==> src/rtl/alu_op_sequencer.sv <==
// Programmable opcode sequencer in front of the ALU controller: replays up to
// eight stored opcodes as one-cycle execute pulses separated by a settle gap.
module alu_op_sequencer #(
    parameter int unsigned SETTLE = 2
) (
    input  logic       clk,
    input  logic       reset,
    input  logic       prog_we,
    input  logic [2:0] prog_addr,
    input  logic [3:0] prog_op,
    input  logic [3:0] prog_len,
    input  logic       start,
    input  logic       abort,
    output logic       exec_pulse,
    output logic [3:0] op_out,
    output logic       busy,
    output logic       done,
    output logic [2:0] step_idx
);

    localparam logic [1:0] IDLE  = 2'd0;
    localparam logic [1:0] ISSUE = 2'd1;
    localparam logic [1:0] WAIT  = 2'd2;
    localparam logic [1:0] DONE  = 2'd3;

    localparam logic [3:0] SETTLE_M1 = 4'(SETTLE - 1);

    function automatic logic [3:0] clamp_len(input logic [3:0] len);
        clamp_len = (len > 4'd8) ? 4'd8 : len;
    endfunction

    logic [1:0] state_r;
    logic [1:0] state_s;
    logic [2:0] idx_r;
    logic [2:0] idx_s;
    logic [3:0] len_r;
    logic [3:0] len_s;
    logic [3:0] cnt_r;
    logic [3:0] cnt_s;
    logic       start_q_r;
    logic [3:0] prog_mem_r [8];

    logic       exec_pulse_r;
    logic [3:0] op_out_r;
    logic       busy_r;
    logic       done_r;

    logic       start_edge_s;
    logic [3:0] len_clamp_s;
    logic       wr_en_s;
    logic       busy_next_s;
    logic [3:0] rd_op_s;

    // Edge detect, length clamp and write qualification.
    always_comb begin
        start_edge_s = start & ~start_q_r;
        len_clamp_s  = clamp_len(prog_len);
        wr_en_s      = prog_we && (state_r == IDLE);
    end

    // Next-state logic; abort overrides everything, including a start edge.
    always_comb begin
        state_s = state_r;
        idx_s   = idx_r;
        len_s   = len_r;
        cnt_s   = cnt_r;
        if (abort) begin
            state_s = IDLE;
        end else begin
            case (state_r)
                IDLE: begin
                    if (start_edge_s) begin
                        if (len_clamp_s == 4'd0) begin
                            state_s = DONE;
                        end else begin
                            len_s   = len_clamp_s;
                            idx_s   = 3'd0;
                            state_s = ISSUE;
                        end
                    end else begin
                        state_s = IDLE;
                    end
                end
                ISSUE: begin
                    cnt_s   = SETTLE_M1;
                    state_s = WAIT;
                end
                WAIT: begin
                    if (cnt_r == 4'd0) begin
                        if ({1'b0, idx_r} == (len_r - 4'd1)) begin
                            state_s = DONE;
                        end else begin
                            idx_s   = idx_r + 3'd1;
                            state_s = ISSUE;
                        end
                    end else begin
                        cnt_s = cnt_r - 4'd1;
                    end
                end
                DONE: begin
                    state_s = IDLE;
                end
                default: begin
                    state_s = IDLE;
                end
            endcase
        end
    end

    // Opcode for the next cycle; forwards a same-edge write so a run started
    // together with a buffer write sees the new contents.
    always_comb begin
        busy_next_s = (state_s == ISSUE) || (state_s == WAIT);
        if (wr_en_s && (prog_addr == idx_s)) begin
            rd_op_s = prog_op;
        end else begin
            rd_op_s = prog_mem_r[idx_s];
        end
    end

    // Sequencer state registers.
    always_ff @(posedge clk or posedge reset) begin
        if (reset) begin
            state_r   <= IDLE;
            idx_r     <= 3'd0;
            len_r     <= 4'd0;
            cnt_r     <= 4'd0;
            start_q_r <= 1'b0;
        end else begin
            state_r   <= state_s;
            idx_r     <= idx_s;
            len_r     <= len_s;
            cnt_r     <= cnt_s;
            start_q_r <= start;
        end
    end

    // Program buffer storage.
    always_ff @(posedge clk or posedge reset) begin
        if (reset) begin
            for (int i = 0; i < 8; i++) begin
                prog_mem_r[i] <= 4'h0;
            end
        end else if (wr_en_s) begin
            prog_mem_r[prog_addr] <= prog_op;
        end
    end

    // Outputs registered from the next state so they match a Moore decode.
    always_ff @(posedge clk or posedge reset) begin
        if (reset) begin
            exec_pulse_r <= 1'b0;
            op_out_r     <= 4'h0;
            busy_r       <= 1'b0;
            done_r       <= 1'b0;
        end else begin
            exec_pulse_r <= (state_s == ISSUE);
            op_out_r     <= busy_next_s ? rd_op_s : 4'h0;
            busy_r       <= busy_next_s;
            done_r       <= (state_s == DONE);
        end
    end

    assign exec_pulse = exec_pulse_r;
    assign op_out     = op_out_r;
    assign busy       = busy_r;
    assign done       = done_r;
    assign step_idx   = idx_r;

endmodule

==> config.mk <==
export PLATFORM = sky130hd
export DESIGN_NAME = alu_op_sequencer
export DESIGN_NICKNAME = d
export VERILOG_FILES = /design/src/rtl/alu_op_sequencer.sv
export SDC_FILE = /design/constraint.sdc
export NUM_CORES = 1
export LEC_CHECK = 0
export BUFFER_PORTS_ARGS = -buffer_cell sky130_fd_sc_hd__buf_2
export CORE_MARGIN = 1.5
export CORE_UTILIZATION = 50
export CTS_BUF_LIST = sky130_fd_sc_hd__clkbuf_16
export DETAILED_ROUTE_END_ITERATION = 6
export GPL_TIMING_DRIVEN = 0
export PLACE_DENSITY = 0.69
export SYNTH_ARGS = -nofsm -noshare
export SYNTH_HDL_FRONTEND = slang
export SYNTH_SLANG_ARGS = --single-unit
==> constraint.sdc <==
create_clock -name clk -period 3.23 [get_ports clk]
set_input_delay 0 -clock clk [delete_from_list [all_inputs] [get_ports clk]]
set_output_delay 0 -clock clk [all_outputs]
set_load 0.03 [all_outputs]
==> flow_summary.json <==
{
  "final_min_period_over_clock_period": 0.952,
  "grt_start_max_net_pins": 33,
  "cap_viol_max_count": 0,
  "number_of_placement_rows": 27,
  "n_antenna_cell": 0,
  "syn2layout_area_growth_pct": 17.5,
  "final_max_slew_viol_count": 0,
  "vias_in_the_first_global_route": 2101,
  "cp_data_arrival_time_ns": 3.28,
  "drt_iter0_drc": 106,
  "route.detailed.wl_per_inst_um": 15.3,
  "outcome": "complete, no violations",
  "worst-slew-pin-transition_ns": 0.622,
  "boundary_pin_count": 26,
  "final_core_utilization": 0.607,
  "worst_setup_path_startpoint": "cnt_r[0]$_DFFE_PP0P_",
  "die-height_um": 78.2,
  "avgSynthCellArea_um2": 9.78,
  "clock_skews_ns": 0.00229,
  "numCtsBuffers": 5,
  "share_of_cells_above_drive_strength_1": 0.161,
  "hold_viol": 0,
  "grt_first_pass_wirelength_mm": 10.2,
  "worstSetupStartpointType": "register",
  "place_congestion": 0.846,
  "hold_wc_path_type": "input port to register",
  "worstPathRequired_ns": 3.44,
  "async_set_or_reset_flop_fraction_in_the_synthesized_netlist": 1.00,
  "r2r_slack_ns": 0.16,
  "fp.coreArea_mm2": 0.00547,
  "hpwl_mm": 4.50,
  "cts.htree.levels": 2,
  "total_nets_after_synthesis": 311,
  "dieArea_mm2": 0.00612,
  "busiest_layer": "met2",
  "worst_r2r_path_depth": 11,
  "finalCriticalPeriod_ns": 3.07,
  "power.density_cell_area_mw_per_mm2": 642,
  "setup_fix_buffers_added_after_clock_tree_synthesis": 0,
  "synth_warnings": 0,
  "fin_hold_ws_ns": 0.0181,
  "synth_seq_cells": 53,
  "overflow": 0,
  "synth_enable_flop_cells": 0,
  "grtUsageMet3": 0.0395,
  "cts_root_buffer": "sky130_fd_sc_hd__clkbuf_16",
  "fmax_ghz": 0.325,
  "share_of_synthesized_area_occupied_by_flip_flops_and_latches": 0.469,
  "drt_pre_antenna_iters": 4,
  "final_cell_area_mm2": 0.00332,
  "cts.path.max_buffers": 2,
  "layout.nets": 351,
  "worstSetupPathType": "register to register",
  "synth.cell_area_mm2": 0.00283,
  "combined_global_route_utilization_of_all_metal_layers": 0.215,
  "clock_latency_at_the_later_pin_of_the_worst_skew_pair_ns": 0.29,
  "groute.layer.met2.usage": 0.331,
  "clk_pin_slew_ns": 0.07,
  "timing.final.setup_violations": 0,
  "dr_total_vias": 2231,
  "rsz_0062_raised_after_global_routing": "yes",
  "synthCells": 289,
  "postSynth.topFlopCell": "sky130_fd_sc_hd__dfrtp_1",
  "static-leakage-power_nw": 1.49,
  "drtAntennaViolNets": 0,
  "placement.io_buffers": 24,
  "postPlaceCellArea_mm2": 0.00306,
  "route.detailed.drc": 0,
  "cts_tree": "done",
  "critical_path.endpoint": "op_out[1]$_DFF_PP0_",
  "grt_antenna_before_repair": 0,
  "floorplan.die.width_um": 78.2,
  "r2r-start": "cnt_r[0]$_DFFE_PP0P_",
  "number_of_library_cell_types_mapped_by_synthesis": 56,
  "grt_use_met1": 0.304,
  "initial_utilization": 0.517,
  "cts_num_sinks": 53,
  "worstSetupEndpointType": "register",
  "r2r-end": "op_out[1]$_DFF_PP0_",
  "detail_route.vias_per_cell": 5.55,
  "max-slew-margin-rel": 0.583,
  "irDropWorstVdd_mv": 0.366,
  "totalWireLength_mm": 6.14,
  "crit_path_max_fanout": 7
}
==> state kept, by name, indices dropped and copies added, names as in the netlist <==
| name | cells |
|---|---|
| prog_mem_r | 32 |
| cnt_r | 4 |
| len_r | 4 |
| op_out | 4 |
| step_idx | 3 |
| state_r | 2 |
| busy | 1 |
| done | 1 |
| exec_pulse | 1 |
| start_q_r | 1 |
==> timing repair <==
action	CTS	global route
hold buffers	8	0
resized for setup	0	3
setup endpoints to repair	0	3
hold endpoints to repair	32	0
==> power breakdown <==
group	internal, mW	switching (mW)
Sequential	0.804	0.0842
Clock	0.360	0.225
Combinational	0.263	0.396
Total	1.43	0.705
==> Yosys cell counts (all sizes together), types with 4 or more instances <==
master  instances  share of area
a21oi           7          0.012
a41o            4          0.014
and3            4         0.0088
buf             4          0.015
clkbuf          8          0.011
dfrtp          53           0.47
ha              6          0.027
inv            23          0.031
mux2            7          0.028
mux2i           8          0.028
nand2          44          0.058
nand3b          5          0.013
nor2            9          0.012
nor3            5          0.011
o21ai          34          0.060
o32ai           6          0.019
or3             9          0.022
xnor2           5          0.015
==> placed cells by master (no fill, tap or decap), types with 2 or more instances in the layout <==
cell type,Yosys,layout
sky130_fd_sc_hd__a211o_2,2,2
sky130_fd_sc_hd__a21oi_1,7,7
sky130_fd_sc_hd__a22oi_1,3,3
sky130_fd_sc_hd__a31oi_1,3,3
sky130_fd_sc_hd__a32oi_1,2,2
sky130_fd_sc_hd__a41o_1,4,4
sky130_fd_sc_hd__a41oi_2,0,2
sky130_fd_sc_hd__and2_1,2,2
sky130_fd_sc_hd__and3_1,4,4
sky130_fd_sc_hd__buf_12,1,2
sky130_fd_sc_hd__buf_2,1,25
sky130_fd_sc_hd__clkbuf_1,8,8
sky130_fd_sc_hd__clkbuf_16,0,5
sky130_fd_sc_hd__dfrtp_1,53,53
sky130_fd_sc_hd__dlygate4sd3_1,0,8
sky130_fd_sc_hd__ha_1,6,6
sky130_fd_sc_hd__inv_1,23,23
sky130_fd_sc_hd__mux2_2,7,7
sky130_fd_sc_hd__mux2i_1,8,8
sky130_fd_sc_hd__nand2_1,44,44
sky130_fd_sc_hd__nand3_1,2,2
sky130_fd_sc_hd__nand3b_1,5,5
sky130_fd_sc_hd__nor2_1,9,9
sky130_fd_sc_hd__nor2b_1,3,3
sky130_fd_sc_hd__nor3_1,4,4
sky130_fd_sc_hd__nor3b_1,2,2
sky130_fd_sc_hd__nor4_1,2,2
sky130_fd_sc_hd__o21ai_0,34,34
sky130_fd_sc_hd__o32ai_1,6,5
sky130_fd_sc_hd__or3_1,8,8
sky130_fd_sc_hd__or4b_1,2,2
sky130_fd_sc_hd__xnor2_1,5,5
==> area by class of cell <==
class                   count  area, um2
clock inverters             3       37.5
well taps                  72       90.1
plain buffers              12       73.8
flip-flops and latches     53       1330
inverters                  23       86.3
clock buffers               5        125
fillers                   508       2150
multi-input cells         201       1360
repair buffers             33        220
==> stage by stage <==
step           TNS (ns)  power (mW)  cells  worst slack, ns
4_1_cts               0        2.13    402            0.130
3_5_place_dp          0        1.53    386            0.170
6_report              0        2.13    402            0.156
3_3_place_gp          0        1.51    385            0.170
5_1_grt         -0.0349        2.27    402          -0.0198
2_1_floorplan         0        1.37    289            0.472
==> cells by family (layout without fill, tap and decap cells) <==
group                      after synthesis  count (layout)  synth area share
DFF                                     53              53             0.469
adders and majority gates                6               6            0.0265
muxes                                   15              15            0.0562
buffers and inverters                   35              76            0.0566
AOI/OAI and AO/OA                       77              77             0.188
and+or+nand+nor                         96              96             0.177
xor gates and xnor gates                 7               7            0.0265
==> critical path, stage by stage (launching register included) <==
cell and delay, ns:
sky130_fd_sc_hd__dfrtp_1 0.41, sky130_fd_sc_hd__inv_1 0.09, sky130_fd_sc_hd__ha_1 0.15, sky130_fd_sc_hd__or3b_1 0.33
sky130_fd_sc_hd__buf_2 0.16, sky130_fd_sc_hd__or3_4 0.41, sky130_fd_sc_hd__o31a_1 0.37, sky130_fd_sc_hd__and3_1 0.18
sky130_fd_sc_hd__clkbuf_1 0.16, sky130_fd_sc_hd__o32ai_1 0.31, sky130_fd_sc_hd__a22oi_1 0.18, sky130_fd_sc_hd__a41oi_2 0.22
==> worst min-delay path by stage <==
stage	slack, ns	startpoint	to	cells past startpoint
after floorplan	0.03	start	start_q_r$_DFF_PP0_	0
after global routing	0.03	prog_len[3]	len_r[3]$_DFFE_PP0P_	2
after CTS	0.01	prog_len[3]	len_r[3]$_DFFE_PP0P_	2
after global placement	0.15	start	start_q_r$_DFF_PP0_	1
after detailed placement	0.05	reset	len_r[1]$_DFFE_PP0P_	2
final	0.02	prog_len[3]	len_r[3]$_DFFE_PP0P_	2
==> routing by layer <==
layer / part of all wire / vias to the layer above
li1: - / 1118
met1: 0.48 / 1050
met2: 0.46 / 47
met3: 0.028 / 16
met4: 0.026 / 0
met5: 0 / -
Note: power is estimated with default switching activity, not from simulation.
